===== src/rtl/wb_port_arbiter.sv =====
// Writeback arbiter for the register file's single write port: fixed priority to
// requester 0, with a starvation guard that forces a grant to requester 1.
module wb_port_arbiter #(
   parameter int width        = 32,
   parameter int addrWidth    = 5,
   parameter int STARVE_LIMIT = 4
) (
   input  logic                 clock,
   input  logic                 reset,
   input  logic                 req0_valid,
   input  logic [addrWidth-1:0] req0_addr,
   input  logic [width-1:0]     req0_data,
   output logic                 req0_ready,
   input  logic                 req1_valid,
   input  logic [addrWidth-1:0] req1_addr,
   input  logic [width-1:0]     req1_data,
   output logic                 req1_ready,
   output logic                 regWriteEnable,
   output logic [addrWidth-1:0] addrD,
   output logic [width-1:0]     dataD,
   output logic                 wb_src,
   output logic [7:0]           dbg_wait_cnt
);

   // Handshake: a transfer happens on a requester in any cycle where its valid
   // and ready are both high at posedge clock; ready never depends on anything
   // outside this block, and the two readies are exclusive when both are valid.

   localparam logic [7:0] LIMIT = 8'(STARVE_LIMIT);

   logic [7:0]           wait_cnt_q, wait_cnt_d;
   logic                 we_q, we_d;
   logic [addrWidth-1:0] addr_q, addr_d;
   logic [width-1:0]     data_q, data_d;
   logic                 src_q, src_d;
   logic                 starve;
   logic                 grant0, grant1;

   assign starve     = (wait_cnt_q == LIMIT);
   assign req0_ready = ~reset & ~(req1_valid & starve);
   assign req1_ready = ~reset & (~req0_valid | starve);
   assign grant0     = req0_valid & req0_ready;
   assign grant1     = req1_valid & req1_ready;

   always_comb begin
      wait_cnt_d = wait_cnt_q;
      we_d       = 1'b0;
      addr_d     = addr_q;
      data_d     = data_q;
      src_d      = src_q;

      // Counter saturates at the limit so a waiting req1 stays "starved" until served.
      if (grant1 || !req1_valid) begin
         wait_cnt_d = '0;
      end else if (!starve) begin
         wait_cnt_d = wait_cnt_q + 8'd1;
      end

      // Writes to x0 are accepted but never strobed into the register file.
      if (grant0) begin
         addr_d = req0_addr;
         data_d = req0_data;
         src_d  = 1'b0;
         we_d   = (req0_addr != '0);
      end else if (grant1) begin
         addr_d = req1_addr;
         data_d = req1_data;
         src_d  = 1'b1;
         we_d   = (req1_addr != '0);
      end
   end

   always_ff @(posedge clock) begin
      if (reset) begin
         wait_cnt_q <= '0;
         we_q       <= 1'b0;
         addr_q     <= '0;
         data_q     <= '0;
         src_q      <= 1'b0;
      end else begin
         wait_cnt_q <= wait_cnt_d;
         we_q       <= we_d;
         addr_q     <= addr_d;
         data_q     <= data_d;
         src_q      <= src_d;
      end
   end

   assign regWriteEnable = we_q;
   assign addrD          = addr_q;
   assign dataD          = data_q;
   assign wb_src         = src_q;
   assign dbg_wait_cnt   = wait_cnt_q;

endmodule


===== config.mk =====
export PLATFORM = sky130hd
export DESIGN_NAME = wb_port_arbiter
export DESIGN_NICKNAME = d
export VERILOG_FILES = /design/src/rtl/wb_port_arbiter.sv
export SDC_FILE = /design/constraint.sdc
export NUM_CORES = 1
export LEC_CHECK = 0
export CAP_MARGIN = 20
export CORE_ASPECT_RATIO = 1.5
export CORE_MARGIN = 2
export CORE_UTILIZATION = 37
export DETAILED_ROUTE_END_ITERATION = 8
export PLACE_DENSITY = 0.89
export SLEW_MARGIN = 25
export SYNTH_ARGS = -nofsm -noshare
export SYNTH_HDL_FRONTEND = slang
export SYNTH_SLANG_ARGS = --single-unit

===== constraint.sdc =====
create_clock -name clock -period 1.9 [get_ports clock]
set_input_delay 0.38 -clock clock [delete_from_list [all_inputs] [get_ports clock]]
set_output_delay 0.38 -clock clock [all_outputs]
set_load 0.01 [all_outputs]

Yosys cells after proc, flatten, opt, wreduce, memory -nomap -nowiden
Cells that the tools add are included.
{"block": "classes", "n_addsub": 1, "n_mul": 0, "div_mod_pow": 0, "n_lt_le_gt_ge": 0, "n_eq_ne": 1, "shifts": 0, "n_mux": 6, "n_bitwise": 9, "reduce_logical": 7}
{"op": "32-bit two-way mux", "count": 2}
{"op": "5-bit two-way mux", "count": 2}
{"op": "5-bit nonzero test", "count": 2}
{"op": "8-bit by 1-bit adder with 8-bit output (second input constant)", "count": 1}
{"op": "8-bit by 3-bit == test with 1-bit output (second input constant)", "count": 1}
{"op": "1-bit bitwise AND", "count": 5}
{"op": "2-bit OR reduction", "count": 2}
{"op": "1-bit inverter", "count": 3}
{"op": "1-bit two-way mux", "count": 2}
{"op": "2-bit nonzero test", "count": 1}
{"op": "1-bit zero test", "count": 1}
{"op": "1-bit logical OR", "count": 1}
{"op": "1-bit OR", "count": 1}
{"block": "totals", "register_bits": 47, "latchBits": 0, "mem_bits_rw": 0, "rom_bits": 0, "inputBits": 78, "out_inout_bits": 49, "wordCells": 29, "mem_count": 0}

Depth between registers and ports, before layout
{"block": "depth", "ltp_word": 6, "ltp_mapped": 8, "ltp_nobuf": 6}

Least setup slack after synthesis
Ideal clock, no wire load.
{"block": "synth_path", "path_type": "register to register", "start": "register wait_cnt_q[0] (netlist: dbg_wait_cnt[0])", "end": "register data_q[30] (netlist: dataD[30])", "setup_time_ps": 119, "arrival_ps": 1516, "t_required_ps": 1781, "slack_ps": 265, "path_stages_with_launch": 9, "path_buffers": 2, "synth_period_minus_slack_ps": 1635, "cell_sequence": "dfxtp_1 inv_1 ha_1 nor4b_4 nand3_1 nand2_1 buf_4 buf_4 o221a_2"}
{"block": "synth_between", "elab_chain_len": 6, "word_cells_on_any_way": 10, "classes_between": "1 x eq/ne; 1 x mux; 7 x bitwise; 1 x reduce/logical"}
{"item": "start: declaration", "line": "31", "source": "logic [7:0] wait_cnt_q, wait_cnt_d;"}
{"item": "start signal: assignment", "line": "81", "source": "wait_cnt_q <= wait_cnt_d;"}
{"item": "8-bit by 3-bit == test with 1-bit output *", "line": "39", "source": "assign starve = (wait_cnt_q == LIMIT);"}
{"item": "1-bit bitwise AND", "line": "40", "source": "assign req0_ready = ~reset & ~(req1_valid & starve);"}
{"item": "1-bit inverter", "line": "40"}
{"item": "1-bit bitwise AND", "line": "40"}
{"item": "1-bit bitwise AND", "line": "42", "source": "assign grant0 = req0_valid & req0_ready;"}
{"item": "32-bit two-way mux / 2-bit nonzero test (equally long branches)"}
{"item": "end signal: assignment", "line": "84", "source": "data_q <= data_d;"}
{"item": "end: declaration", "line": "34", "source": "logic [width-1:0] data_q, data_d;"}
Every way passes the cells marked *; elsewhere a longest branch is shown, timed or not.
A chain may end at the register's enable or synchronous reset.

Worst setup path in the final report
{"block": "layout_path", "start": "register wait_cnt_q[0] (netlist: dbg_wait_cnt[0])", "end": "register data_q[12] (netlist: dataD[12])"}
Same word-level chain as after synthesis.

==> summary.txt <==
Global routing
  – Total GRT Usage: approximately a fifth
  – Total gr overflow: 0
  – Vias in the first global route: between 2000 and 2500
  – Initial antenna violation count: 0
  – Largest net degree at the start of global routing: 38
  – First-pass GRT wire length: between 9 and 10 mm

Detailed routing
  – DR DRC count: 0
  – Final antenna-violating net count: 0
  – Drt total wl: 6.44 mm
  – Per-cell routed wire length: 15.2 µm
  – First-pass DRT Iterations: 4
  – Vias/cell: about 5
  – Initial DRC count: 137
  – Vias: between 2000 and 2500

Clock tree
  – Hold Buf Count CTS: 0
  – H-tree depth: 2
  – TritonCTS Buffers: 5
  – Clock slew at reported path FFs: around 0.080 ns
  – Total clock sinks: 47
  – Worst-Skew Late Latency: roughly 0.29 ns
  – CTS tree: done
  – Root buffer cell: clkbuf_8
  – Clock Tree Buf Depth: 2

Timing
  – Final min period: between 1.5 and 2 ns
  – F_max: roughly 0.54 GHz
  – Final Cycle Share: between 90% and 100%
  – RSZ-0062 raised after global routing: yes
  – Worst setup margin: between 0.03 and 0.04 ns
  – Clock Skew: about 0.0048 ns
  – Least-Margin Pin Slew: about 0.36 ns
  – Slew headroom: about three quarters
  – Fin. max-slew vios: 0
  – Hold Fails Final Rpt: 0
  – # setup viols final: 0

Hold path
  – Hold depth: 2
  – Hold_sp: wb_src
  – Hold/Removal Path Class: flip-flop to flip-flop

Floorplan
  – IO Pins: roughly 130
  – Floorplan row count: 33
  – Core outline area: between 0.005 and 0.006 mm²
  – Die W: ~64 µm
  – Starting Density: 37.8%
  – DIE AREA: 0.00610 mm²
  – DIE HEIGHT: ~95 µm

Status
  – Status: finished, final reports clean

Logic synthesis
  – Distinct cells, synth: 24
  – Mapped Area: 0.00203 mm²
  – Mapped Cells: between 200 and 250
  – Number of synthesis warnings: 0
  – Post-synthesis register bit count: 47
  – Register area share after synthesis: between 40% and 50%
  – Synth top area cells: dfxtp_1 46%, nor2_1 16%, o221a_2 15%
  – Synth top area share: between 40% and 50%
  – Leading area contributor after synthesis: dfxtp_1
  – Mapped Nets: about 300
  – Syn avg cell area: just over 9 µm²

Placement
  – PortBufs: 126
  – Dpl hpwl: roughly 4.7 mm
  – GPL Wtd Cong: approximately 0.75
  – Dpl ws: -0.105 ns

Pwr
  – Clock Power Share: 31.5%
  – Sw Pwr: 557 µW
  – Logic pwr share: between 20% and 30%
  – Cell Pwr Density: 671 mW/mm²
  – Int Power: about 1.8 mW
  – Switch share: 23.3%
  – Leakage: ~1.4 nW
  – Max VDD drop: 0.456 mV
  – Flop pwr share: a little under half
  – Overall Power: about 2.4 mW

Finish
  – # fillers: around 430
  – Layout Utilization: between 60 and 70%
  – Storage cell area: approximately 940 µm²
  – Multi-input gate area: 990 µm²
  – Area growth from synthesis to layout: 76.0%
  – Layout cells sized above 1: between 10% and 20%
  – Antenna diode count: 0
  – Nets: 433

Worst setup path
  – Crit Path Category: flip-flop to flip-flop
  – Reg-to-reg startpoint: dbg_wait_cnt[0]
  – Cells on worst reg2reg path: 9
  – CP max FO: 20
  – Required @ worst endpoint: 2.09 ns
  – CP startpoint kind: flip-flop
  – CP Capture Type: flip-flop
  – CP Launch Point: dbg_wait_cnt[0]
  – Arrival time worst endpoint: roughly 2 ns

Run
  – MaxCap Viol Count: 0
[flip-flops by register name (all words and copies together), names as in the netlist]
register / flops
regWriteEnable: 1
dbg_wait_cnt: 8
dataD: 32
addrD: 5
wb_src: 1
[worst paths after layout]
kind	endpoint	slack, ns
setup / recovery	dataD[12]	0.04
hold / removal	wb_src	0.46
hold reg to reg	wb_src	0.46
setup reg to reg	dataD[12]	0.04
[cell usage in the layout (no fill, tap or decap), types with 3 or more instances in the layout]
cell             instances
nand3_1                  6
o221a_1                 10
xor2_1                   5
clkbuf_8                 6
dfxtp_1                 46
buf_12                   3
clkdlybuf4s50_1        124
nor2_1                  85
nand2_1                  4
buf_4                   15
o221a_2                 26
and3_1                   3
[layer usage]
layer | up-vias | global-route usage (%) | share of wire [%]
li1 | 1043 | - | -
met1 | 989 | 23.4 | 40
met2 | 79 | 38.6 | 53
met3 | 11 | 4.17 | 5.2
met4 | 0 | 7.09 | 2.0
met5 | - | 0 | 0
[layout make-up]
type / count / area share, %
inverter: 2 / 0.210
sequential: 47 / 26.4
timing repair buffer: 144 / 39.9
multi-input combinational: 153 / 27.7
clock inverter: 2 / 0.982
tap: 70 / 2.45
clock buffer: 6 / 2.31
[synth_stat cells]
cell	n
xnor2_1	1
a31oi_1	1
clkbuf_1	6
ha_1	2
nor2_1	85
nor4b_4	1
nand2_1	4
buf_6	2
o221a_1	10
nand2b_4	1
xor2_1	5
or4_1	2
o32ai_1	1
and3_1	3
a21boi_2	1
nand3_1	6
dfxtp_1	47
buf_4	3
or2_2	1
nor3b_2	1
nor2b_1	1
o221a_2	27
inv_1	2
buf_2	6
[through the flow]
step	setup TNS, ns	cell area, µm²	instances	hold WS (ns)
after global routing	-0.556	3570	424	0.492
after detailed placement	-0.187	3440	414	0.449
after floorplan	0	2030	219	0.467
final	0	3570	424	0.463
after global placement	-0.116	3440	414	0.444
after CTS	-0.0157	3560	423	0.470
[critical path, cell delays in order, from the launching register on]
cell and delay, ns:
dfxtp_2 0.33, inv_1 0.05, ha_1 0.13, nor4b_4 0.28
a21boi_2 0.11, buf_4 0.14, buf_4 0.13, nand2b_4 0.16
buf_12 0.17, o221a_2 0.25
[cells by family (layout without fill, tap and decap cells)]
family | Yosys count | after routing | synth area share (%)
and+or+nand+nor | 105 | 105 | 22.7
DFF | 47 | 47 | 46.4
AOI/OAI and AO/OA | 40 | 40 | 21.9
buffers and inverters | 19 | 154 | 5.19
xor gates and xnor gates | 6 | 6 | 2.59
adders and majority gates | 2 | 2 | 1.23
[power groups by stage]
stage | Sequential (mW) | Combinational [mW] | Clock [mW]
finish | 1.09 | 0.553 | 0.754
detailed placement | 1.11 | 0.550 | 0
global route | 1.10 | 0.594 | 0.818
CTS | 1.09 | 0.553 | 0.777
global placement | 1.11 | 0.543 | 0
floorplan | 1.14 | 0.167 | 0
[what timing repair did]
item | in CTS | in global routing
gates cloned | 0 | 0
setup endpoints to repair | 2 | 2
gates resized for setup | 5 | 4
pin swaps | 1 | 3
setup buffers | 1 | 1
No activity file was read; power rests on OpenSTA's default activity.
